File: src/rtl/sccb_reg_config.sv
// SCCB register-table sequencer: 100 kHz bit-clock divider, power-up delay, then one controller
// write per table entry. Optional per-entry retry on NACK is enabled by defining SCCB_RETRY_EN.
module sccb_reg_config #(
    parameter int unsigned CLK_DIV_HALF  = 125,
    parameter int unsigned LUT_SIZE      = 200,
    parameter int unsigned POWERUP_TICKS = 20000,
    parameter int unsigned GAP_TICKS     = 4,
    parameter int unsigned MAX_RETRY     = 3
) (
    input  logic        clk_i,
    input  logic        rst_ni,
    input  logic        start_i,
    output logic        sclk_100k_o,
    output logic        i2c_negclk_o,
    output logic        sccb_en_o,
    output logic [23:0] wr_data_o,
    input  logic        trans_finished_i,
    input  logic        ack_i,
    output logic [7:0]  lut_index_o,
    input  logic [23:0] lut_data_i,
    output logic        config_done_o,
    output logic        cfg_err_o
);

    localparam int unsigned DivW   = $clog2(2 * CLK_DIV_HALF);
    localparam int unsigned CntMax = (POWERUP_TICKS > GAP_TICKS) ? POWERUP_TICKS : GAP_TICKS;
    localparam int unsigned CntW   = $clog2(CntMax + 1);

    typedef enum logic [2:0] {StPwrup, StLoad, StWrite, StGap, StDone} state_e;

    logic [DivW-1:0] div_q, div_d;
    logic            sclk_q, negclk_q;
    state_e          state_q, state_d;
    logic [CntW-1:0] cnt_q, cnt_d;
    logic            load_q, load_d;
    logic [7:0]      idx_q, idx_d;
    logic [23:0]     wr_q, wr_d;
    logic            advance;
    logic            tick;

`ifdef SCCB_RETRY_EN
    localparam int unsigned RtyW = (MAX_RETRY > 0) ? $clog2(MAX_RETRY + 1) : 1;
    logic [RtyW-1:0] retry_q, retry_d;
    logic            pend_q, pend_d;
    logic            err_q, err_d;
`else
    logic unused_ack;
    assign unused_ack = ack_i;
`endif

    // Divider outputs are registered from div_d so they line up with div_q after every edge.
    always_comb begin
        div_d = (div_q == DivW'(2 * CLK_DIV_HALF - 1)) ? '0 : div_q + DivW'(1);
    end

    always_ff @(posedge clk_i or negedge rst_ni) begin
        if (!rst_ni) begin
            div_q    <= '0;
            sclk_q   <= 1'b0;
            negclk_q <= 1'b0;
        end else begin
            div_q    <= div_d;
            sclk_q   <= (div_d < DivW'(CLK_DIV_HALF));
            negclk_q <= (div_d == DivW'(CLK_DIV_HALF - 1));
        end
    end

    assign tick = negclk_q;

    always_comb begin
        state_d = state_q;
        cnt_d   = cnt_q;
        load_d  = 1'b0;
        idx_d   = idx_q;
        wr_d    = wr_q;
        advance = 1'b1;
`ifdef SCCB_RETRY_EN
        retry_d = retry_q;
        pend_d  = pend_q;
        err_d   = err_q;
        advance = !pend_q;
`endif
        case (state_q)
            StPwrup: begin
                if (tick) begin
                    if (cnt_q == CntW'(POWERUP_TICKS - 1)) begin
                        state_d = StLoad;
                        cnt_d   = '0;
                        idx_d   = '0;
                    end else begin
                        cnt_d = cnt_q + CntW'(1);
                    end
                end
            end
            StLoad: begin
                // Second LOAD cycle: registered ROM output now reflects idx_q.
                load_d = !load_q;
                if (load_q) begin
                    wr_d    = lut_data_i;
                    state_d = StWrite;
                end
            end
            StWrite: begin
                if (tick && trans_finished_i) begin
                    state_d = StGap;
                    cnt_d   = '0;
`ifdef SCCB_RETRY_EN
                    pend_d = 1'b0;
                    if (ack_i) begin
                        if (32'(retry_q) < MAX_RETRY) begin
                            retry_d = retry_q + RtyW'(1);
                            pend_d  = 1'b1;
                        end else begin
                            err_d = 1'b1;
                        end
                    end
`endif
                end
            end
            StGap: begin
                if (tick) begin
                    if (cnt_q == CntW'(GAP_TICKS - 1)) begin
                        cnt_d   = '0;
                        state_d = StLoad;
                        if (advance) begin
`ifdef SCCB_RETRY_EN
                            retry_d = '0;
`endif
                            if (idx_q == 8'(LUT_SIZE - 1)) begin
                                state_d = StDone;
                            end else begin
                                idx_d = idx_q + 8'd1;
                            end
                        end
                    end else begin
                        cnt_d = cnt_q + CntW'(1);
                    end
                end
            end
            StDone: begin
                if (start_i) begin
                    state_d = StLoad;
                    idx_d   = '0;
                end
            end
            default: state_d = StPwrup;
        endcase
    end

    always_ff @(posedge clk_i or negedge rst_ni) begin
        if (!rst_ni) begin
            state_q <= StPwrup;
            cnt_q   <= '0;
            load_q  <= 1'b0;
            idx_q   <= '0;
            wr_q    <= '0;
        end else begin
            state_q <= state_d;
            cnt_q   <= cnt_d;
            load_q  <= load_d;
            idx_q   <= idx_d;
            wr_q    <= wr_d;
        end
    end

`ifdef SCCB_RETRY_EN
    always_ff @(posedge clk_i or negedge rst_ni) begin
        if (!rst_ni) begin
            retry_q <= '0;
            pend_q  <= 1'b0;
            err_q   <= 1'b0;
        end else begin
            retry_q <= retry_d;
            pend_q  <= pend_d;
            err_q   <= err_d;
        end
    end
    assign cfg_err_o = err_q;
`else
    assign cfg_err_o = 1'b0;
`endif

    // Enable decodes straight from state so a reset clears it without waiting for a clock.
    assign sccb_en_o     = (state_q == StWrite);
    assign config_done_o = (state_q == StDone);
    assign sclk_100k_o   = sclk_q;
    assign i2c_negclk_o  = negclk_q;
    assign wr_data_o     = wr_q;
    assign lut_index_o   = idx_q;

endmodule

File: config.mk
export PLATFORM = sky130hd
export DESIGN_NAME = sccb_reg_config
export DESIGN_NICKNAME = d
export VERILOG_FILES = /design/src/rtl/sccb_reg_config.sv
export SDC_FILE = /design/constraint.sdc
export NUM_CORES = 1
export LEC_CHECK = 0
export CORE_MARGIN = 2
export CORE_UTILIZATION = 55
export CTS_BUF_LIST = sky130_fd_sc_hd__clkbuf_4 sky130_fd_sc_hd__clkbuf_8
export DETAILED_ROUTE_END_ITERATION = 10
export PLACE_DENSITY = 0.86
export SETUP_SLACK_MARGIN = 0.02
export SYNTH_ARGS = -nofsm -noshare
export SYNTH_HDL_FRONTEND = slang
export SYNTH_SLANG_ARGS = --single-unit
File: constraint.sdc
create_clock -name clk_i -period 3.5 [get_ports clk_i]
set_clock_uncertainty 0.2 [all_clocks]
set_input_delay 0.35 -clock clk_i [delete_from_list [all_inputs] [get_ports clk_i]]
set_output_delay 0.35 -clock clk_i [all_outputs]
set_load 0.02 [all_outputs]
=== Yosys cells after proc, flatten, opt, wreduce, memory -nomap -nowiden ===
Cells that the tools add are included.

* Bits of input ports: 29
* Logic and storage cells: 62
* Output and inout port bits: 37
* Memory bits (read-only): 0
* Register bits after elaboration: 61
* RAM bits: 0
* Memories kept: 0
* Bits in latches: 0

* Reductions and logical operators: 9
* $add $sub $neg: 3
* Multiplexer cells: 24
* Equality and inequality tests: 17
* $mul: 0
* Shift operators: 0
* Order comparisons: 1
* Div/mod/pow operators: 0
* Bitwise gates (word level): 0

{| class="wikitable"
|+ Operators with widths
! kind !! number
|-
| $mux 15 || 5
|-
| $mux 8 || 7
|-
| $pmux 15 s3 || 1
|-
| $mux 3 || 8
|-
| $pmux 8 s3 || 1
|-
| $add 8x1->8 const B || 2
|-
| $eq 8x8->1 const B || 2
|-
| $add 15x1->15 const B || 1
|-
| $eq 15x15->1 const B || 1
|-
| $eq 15x2->1 const B || 1
|-
| $pmux 3 s5 || 1
|-
| $ne 2x2->1 const B || 7
|-
| $reduce_and 7->1 || 2
|-
| $eq 8x7->1 const B || 1
|-
| $lt 8x7->1 const B || 1
|-
| $eq 3x2->1 const B || 2
|-
| $reduce_bool 3->1 || 2
|-
| $reduce_and 4->1 || 1
|-
| $eq 3x1->1 const B || 1
|-
| $eq 3x3->1 const B || 1
|-
| $logic_not 3->1 || 1
|-
| $ne 2x1->1 const B || 1
|-
| $reduce_and 2->1 || 1
|-
| $logic_and 1x1->1 || 1
|-
| 2 further kinds || 2
|}

=== Longest topological paths before layout ===
* Depth in word-level cells: 5
* Depth in mapped cells: 7
* Gate-level depth less buffers: 7

=== Worst setup path after synthesis ===
No wires, ideal clock.

* Path type: reg2reg
* From: register cnt_q[0]
* To: register idx_q[6] (netlist: lut_index_o[6])
* Data required time: 3217 ps
* Setup time: 83 ps
* Cell stages (with the launch flop): 8
* Data arrival time: 2040 ps
* Period minus slack after synthesis: 2322 ps
* Setup slack: 1178 ps
* Path buffers: 1
* Cells stage by stage: dfrtp_1 > ha_1 > or4b_2 > nor4_4 > buf_6 > nand4_1 > or3_1 > o21ai_0

* Cells in the longest elaborated chain, start to end: 3

{| class="wikitable"
|+ RTL lines
! element !! RTL line !! RTL
|-
| start, declared || 34 || <nowiki>logic [CntW-1:0] cnt_q, cnt_d;</nowiki>
|-
| start signal, assigned || 159 || <nowiki>cnt_q <= cnt_d;</nowiki>
|-
| $eq 15x2->1 / $eq 15x15->1 (equally long branches) || 122, 86 ||
|-
| $ne 2x2->1 (no line) || n/a ||
|-
| $reduce_and 7->1 (no line) (*) || n/a ||
|-
| end signal, assigned || 161 || <nowiki>idx_q <= idx_d;</nowiki>
|-
| end, declared || 36 || <nowiki>logic [7:0] idx_q, idx_d;</nowiki>
|}

Every way passes the cells marked *; elsewhere a longest branch is shown, timed or not.
A chain may end at the register's enable or synchronous reset.

=== Worst setup path after layout ===
* From: register cnt_q[0]
* To: register cnt_q[13]

* Cells in the longest elaborated chain, start to end: 4

{| class="wikitable"
|+ RTL lines
! element !! RTL line !! RTL
|-
| $add 15x1->15, or another cell as far along || 91, 136 ||
|-
| $mux 15 (on tied branches) || 122, 86 ||
|-
| $mux 15 (on tied branches) || 121, 85 ||
|-
| $pmux 15 s3 (*) || 83 || <nowiki>case (state_q)</nowiki>
|}

Every way passes the cells marked *; elsewhere a longest branch is shown, timed or not. The select of a mux whose other input is x is not followed.

==> metrics.txt <==
# TYPE chip_impl_metric gauge
chip_impl_info{name="run_status",value="completed"} 1
chip_impl_metric{name="clkSlewWorstSetupHoldPaths",unit="ns"} 0.07
chip_impl_metric{name="cts.path.max_buffers",unit=""} 2
chip_impl_metric{name="layout_filler_cell_count",unit=""} 362
chip_impl_metric{name="power.internal",unit="mW"} 1.67
chip_impl_info{name="timing_worst_setup_path_type",value="reg2reg"} 1
chip_impl_metric{name="vdd_drop_max",unit="V"} 0.000502
chip_impl_metric{name="detailedRoute.firstIterationViolations",unit=""} 131
chip_impl_metric{name="worstPathArrival",unit="ns"} 2.78
chip_impl_metric{name="synthCells",unit=""} 292
chip_impl_metric{name="pre_cts_ws",unit="ns"} 0.745
chip_impl_metric{name="multi_input_gate_area",unit="um^2"} 1450
chip_impl_metric{name="worstPathMaxFanout",unit=""} 11
chip_impl_info{name="rsz0062_at_grt",value="false"} 1
chip_impl_metric{name="remaining_drc_errors",unit=""} 0
chip_impl_metric{name="drt_wl_total",unit="um"} 6470
chip_impl_metric{name="async_reset_ff_frac",unit=""} 1.00
chip_impl_metric{name="post_synth_mux_area_share",unit=""} 0.0921
chip_impl_metric{name="synth_compound_area_frac",unit=""} 0.111
chip_impl_metric{name="hold_ws",unit="ns"} 0.257
chip_impl_metric{name="ant_nets",unit=""} 0
chip_impl_metric{name="seqCellArea",unit="um^2"} 1530
chip_impl_metric{name="synth-warning-count",unit=""} 0
chip_impl_info{name="synthTopCellsByArea",value="dfrtp_1, mux2_2, o21ai_0"} 1
chip_impl_metric{name="initial_utilization",unit=""} 0.562
chip_impl_metric{name="die_width",unit="um"} 78.5
chip_impl_metric{name="design.final.nets",unit=""} 392
chip_impl_metric{name="crit_required",unit="ns"} 3.51
chip_impl_metric{name="firstDrtPassIters",unit=""} 4
chip_impl_metric{name="wl_per_cell",unit="um"} 14.9
chip_impl_metric{name="leakagePower",unit="nW"} 1.60
chip_impl_metric{name="number_of_hold_buffers_added_after_cts",unit=""} 1
chip_impl_info{name="synth_top_family_by_area",value="simple AND/OR/NAND/NOR gates"} 1
chip_impl_metric{name="seq_area_frac_synth",unit=""} 0.500
chip_impl_metric{name="num_antenna_cells",unit=""} 0
chip_impl_metric{name="seqPwrFrac",unit=""} 0.392
chip_impl_metric{name="maxSlewHeadroom",unit=""} 0.557
chip_impl_info{name="synth.largest_area_cell",value="dfrtp_1"} 1
chip_impl_metric{name="gpl.final_weighted_congestion",unit=""} 0.862
chip_impl_metric{name="stdcell_area",unit="um^2"} 3950
chip_impl_metric{name="detailroute.via_count",unit=""} 2470
chip_impl_metric{name="antenna_found_initial",unit=""} 0
chip_impl_metric{name="power_density",unit="nW/um^2"} 609
chip_impl_metric{name="cts-resized-gates",unit=""} 0
chip_impl_metric{name="max_fclk",unit="GHz"} 0.362
chip_impl_metric{name="p_sw_frac",unit=""} 0.307
chip_impl_metric{name="maxCapViolations",unit=""} 0
chip_impl_info{name="tritoncts",value="yes"} 1
chip_impl_metric{name="worst-slew-pin-transition",unit="ns"} 0.664
chip_impl_metric{name="setup_tns",unit="ns"} 0
chip_impl_metric{name="comb_power_share",unit=""} 0.337
chip_impl_metric{name="final.min_clock_period",unit="ns"} 2.76
chip_impl_metric{name="clk-insertion-delay-late",unit="ns"} 0.34
chip_impl_metric{name="final.period_utilization",unit=""} 0.790
chip_impl_metric{name="setup_violations",unit=""} 0
chip_impl_metric{name="synth-edff-count",unit=""} 0
chip_impl_info{name="holdCritPathClass",value="reg2reg"} 1
chip_impl_metric{name="place_hpwl",unit="um"} 4630
chip_impl_metric{name="grtUsageTotal",unit=""} 0.234
chip_impl_info{name="worst_setup_path_start_kind",value="flop"} 1
chip_impl_metric{name="grt_pass1_vias",unit=""} 2448
chip_impl_metric{name="synth.avg_cell_area",unit="um^2"} 10.5
chip_impl_metric{name="post_route_cells_drive_above_1_share",unit=""} 0.149
chip_impl_info{name="top_flip_flop_cell_by_instance_count_after_synthesis",value="dfrtp_1"} 1
chip_impl_info{name="cts-root-buf",value="clkbuf_8"} 1
chip_impl_metric{name="final-hold-violation-count",unit=""} 0
chip_impl_metric{name="power.clock.fraction",unit=""} 0.270
chip_impl_metric{name="placementRows",unit=""} 27
chip_impl_metric{name="areaGrowthSynthToFinish",unit="%"} 29.4
chip_impl_metric{name="tritoncts.num_buffers",unit=""} 9
chip_impl_metric{name="count_of_boundary_i_o_pins",unit=""} 66
chip_impl_metric{name="synthAdderAreaFrac",unit=""} 0.0164
chip_impl_metric{name="synth_area",unit="um^2"} 3060
chip_impl_metric{name="synth_nets",unit=""} 325
chip_impl_metric{name="die_h",unit="um"} 78.5
chip_impl_metric{name="post_cts_buffers",unit=""} 0
chip_impl_metric{name="final-max-slew-violation-count",unit=""} 0
chip_impl_metric{name="grt_max_degree",unit=""} 33
chip_impl_info{name="yosysMostFrequentCell",value="dfrtp_1"} 1
chip_impl_metric{name="post-synth-top-area-fraction",unit=""} 0.500
chip_impl_info{name="worstSetupEndpointType",value="flop"} 1
chip_impl_metric{name="h-tree-depth",unit=""} 3
chip_impl_metric{name="clock_sink_count",unit=""} 61
chip_impl_metric{name="core-area",unit="um^2"} 5440
chip_impl_metric{name="ys_seq_elements",unit=""} 61
chip_impl_metric{name="port_buffers",unit=""} 63
chip_impl_metric{name="synth_simple_gate_area_share",unit=""} 0.218
chip_impl_metric{name="netSwitchingPower",unit="uW"} 739
chip_impl_info{name="synth.cells.most_frequent",value="dfrtp_1, mux2_2, nor2_1"} 1
chip_impl_metric{name="vias_cell",unit=""} 5.68
chip_impl_metric{name="netlist-cell-type-count",unit=""} 49
chip_impl_metric{name="post_dp_cell_area",unit="um^2"} 3740
chip_impl_metric{name="yosys.area_share.xor_xnor",unit=""} 0.0344
chip_impl_metric{name="gr-total-overflow",unit=""} 0
chip_impl_metric{name="dieArea",unit="um^2"} 6170
chip_impl_metric{name="final.setup.worst_slack",unit="ns"} 0.736
chip_impl_metric{name="grt_pass1_wl",unit="um"} 11100
-- area by class of cell --
cell class | count | share of cell area
clock inverter | 1 | 0.00759
timing repair buffer | 66 | 0.165
sequential | 61 | 0.386
clock buffer | 14 | 0.0440
inverter | 8 | 0.00759
tap | 72 | 0.0228
multi-input combinational | 213 | 0.367
-- cells in the final DEF, fill, tap and decap left out, drive strengths merged, types with 4 or more instances in the layout --
cell type      count
a21oi             12
a22o               4
and2               4
and3               9
clkbuf            14
clkdlybuf4s50     62
dfrtp             61
ha                 4
inv                8
mux2              25
nand2             19
nand2b             4
nand3             13
nand4             12
nor2              23
nor2b              7
nor3               6
o21ai             18
o22ai              5
or3                6
or4                4
xnor2              8
xor2               4
-- flip-flops by register name, summed over array words and instances (netlist names) --
name	flops
cnt_q	15
sclk_100k_o	1
lut_index_o	8
i2c_negclk_o	1
div_q	8
load_q	1
state_q	3
wr_data_o	24
-- power groups by stage --
stage	sequential [mW]	clock [mW]	combinational [mW]
2_1_floorplan	1.10	0	0.273
3_3_place_gp	0.946	0	0.801
3_5_place_dp	0.957	0	0.815
4_1_cts	0.946	0.665	0.820
5_1_grt	0.969	0.685	0.863
6_report	0.944	0.650	0.812
-- layer usage --
layer	up-vias	global-route usage	share of wire
li1	1192	-	-
met1	1189	0.283	0.41
met2	78	0.385	0.50
met3	11	0.0644	0.065
met4	0	0.118	0.019
met5	-	0	0
-- cell families after synthesis --
logic type,count (synthesis)
compound gates,52
xor+xnor,12
fa+ha+maj,4
buf+inv,18
flops,61
mux,25
other cells,1
simple gates,119
-- final timing paths --
check,cells past startpoint,end,from,slack (ns)
worst max-delay path,6,cnt_q[13],cnt_q[0],0.74
worst min-delay path,1,load_q,load_q,0.26
worst max register to register,6,cnt_q[13],cnt_q[0],0.74
worst min register to register,1,load_q,load_q,0.26
max in group asynchronous,3,wr_data_o[0],rst_ni,1.87
min in group asynchronous,2,cnt_q[4],rst_ni,0.38
-- through the flow --
step           instances   util  power, mW
3_3_place_gp         419  0.688       1.75
5_1_grt              435  0.727       2.52
3_5_place_dp         419  0.688       1.77
6_report             435  0.727       2.41
2_1_floorplan        292      -       1.38
4_1_cts              435  0.727       2.43
-- critical path, cell delays in order (launching register included) --
cell       delay [ns]
dfrtp_1          0.37
ha_1             0.24
or4b_2           0.65
nor4_4           0.48
a2bb2oi_4        0.29
and2_1           0.33
nor2_1           0.10
Power figures use the tool's default switching activity.
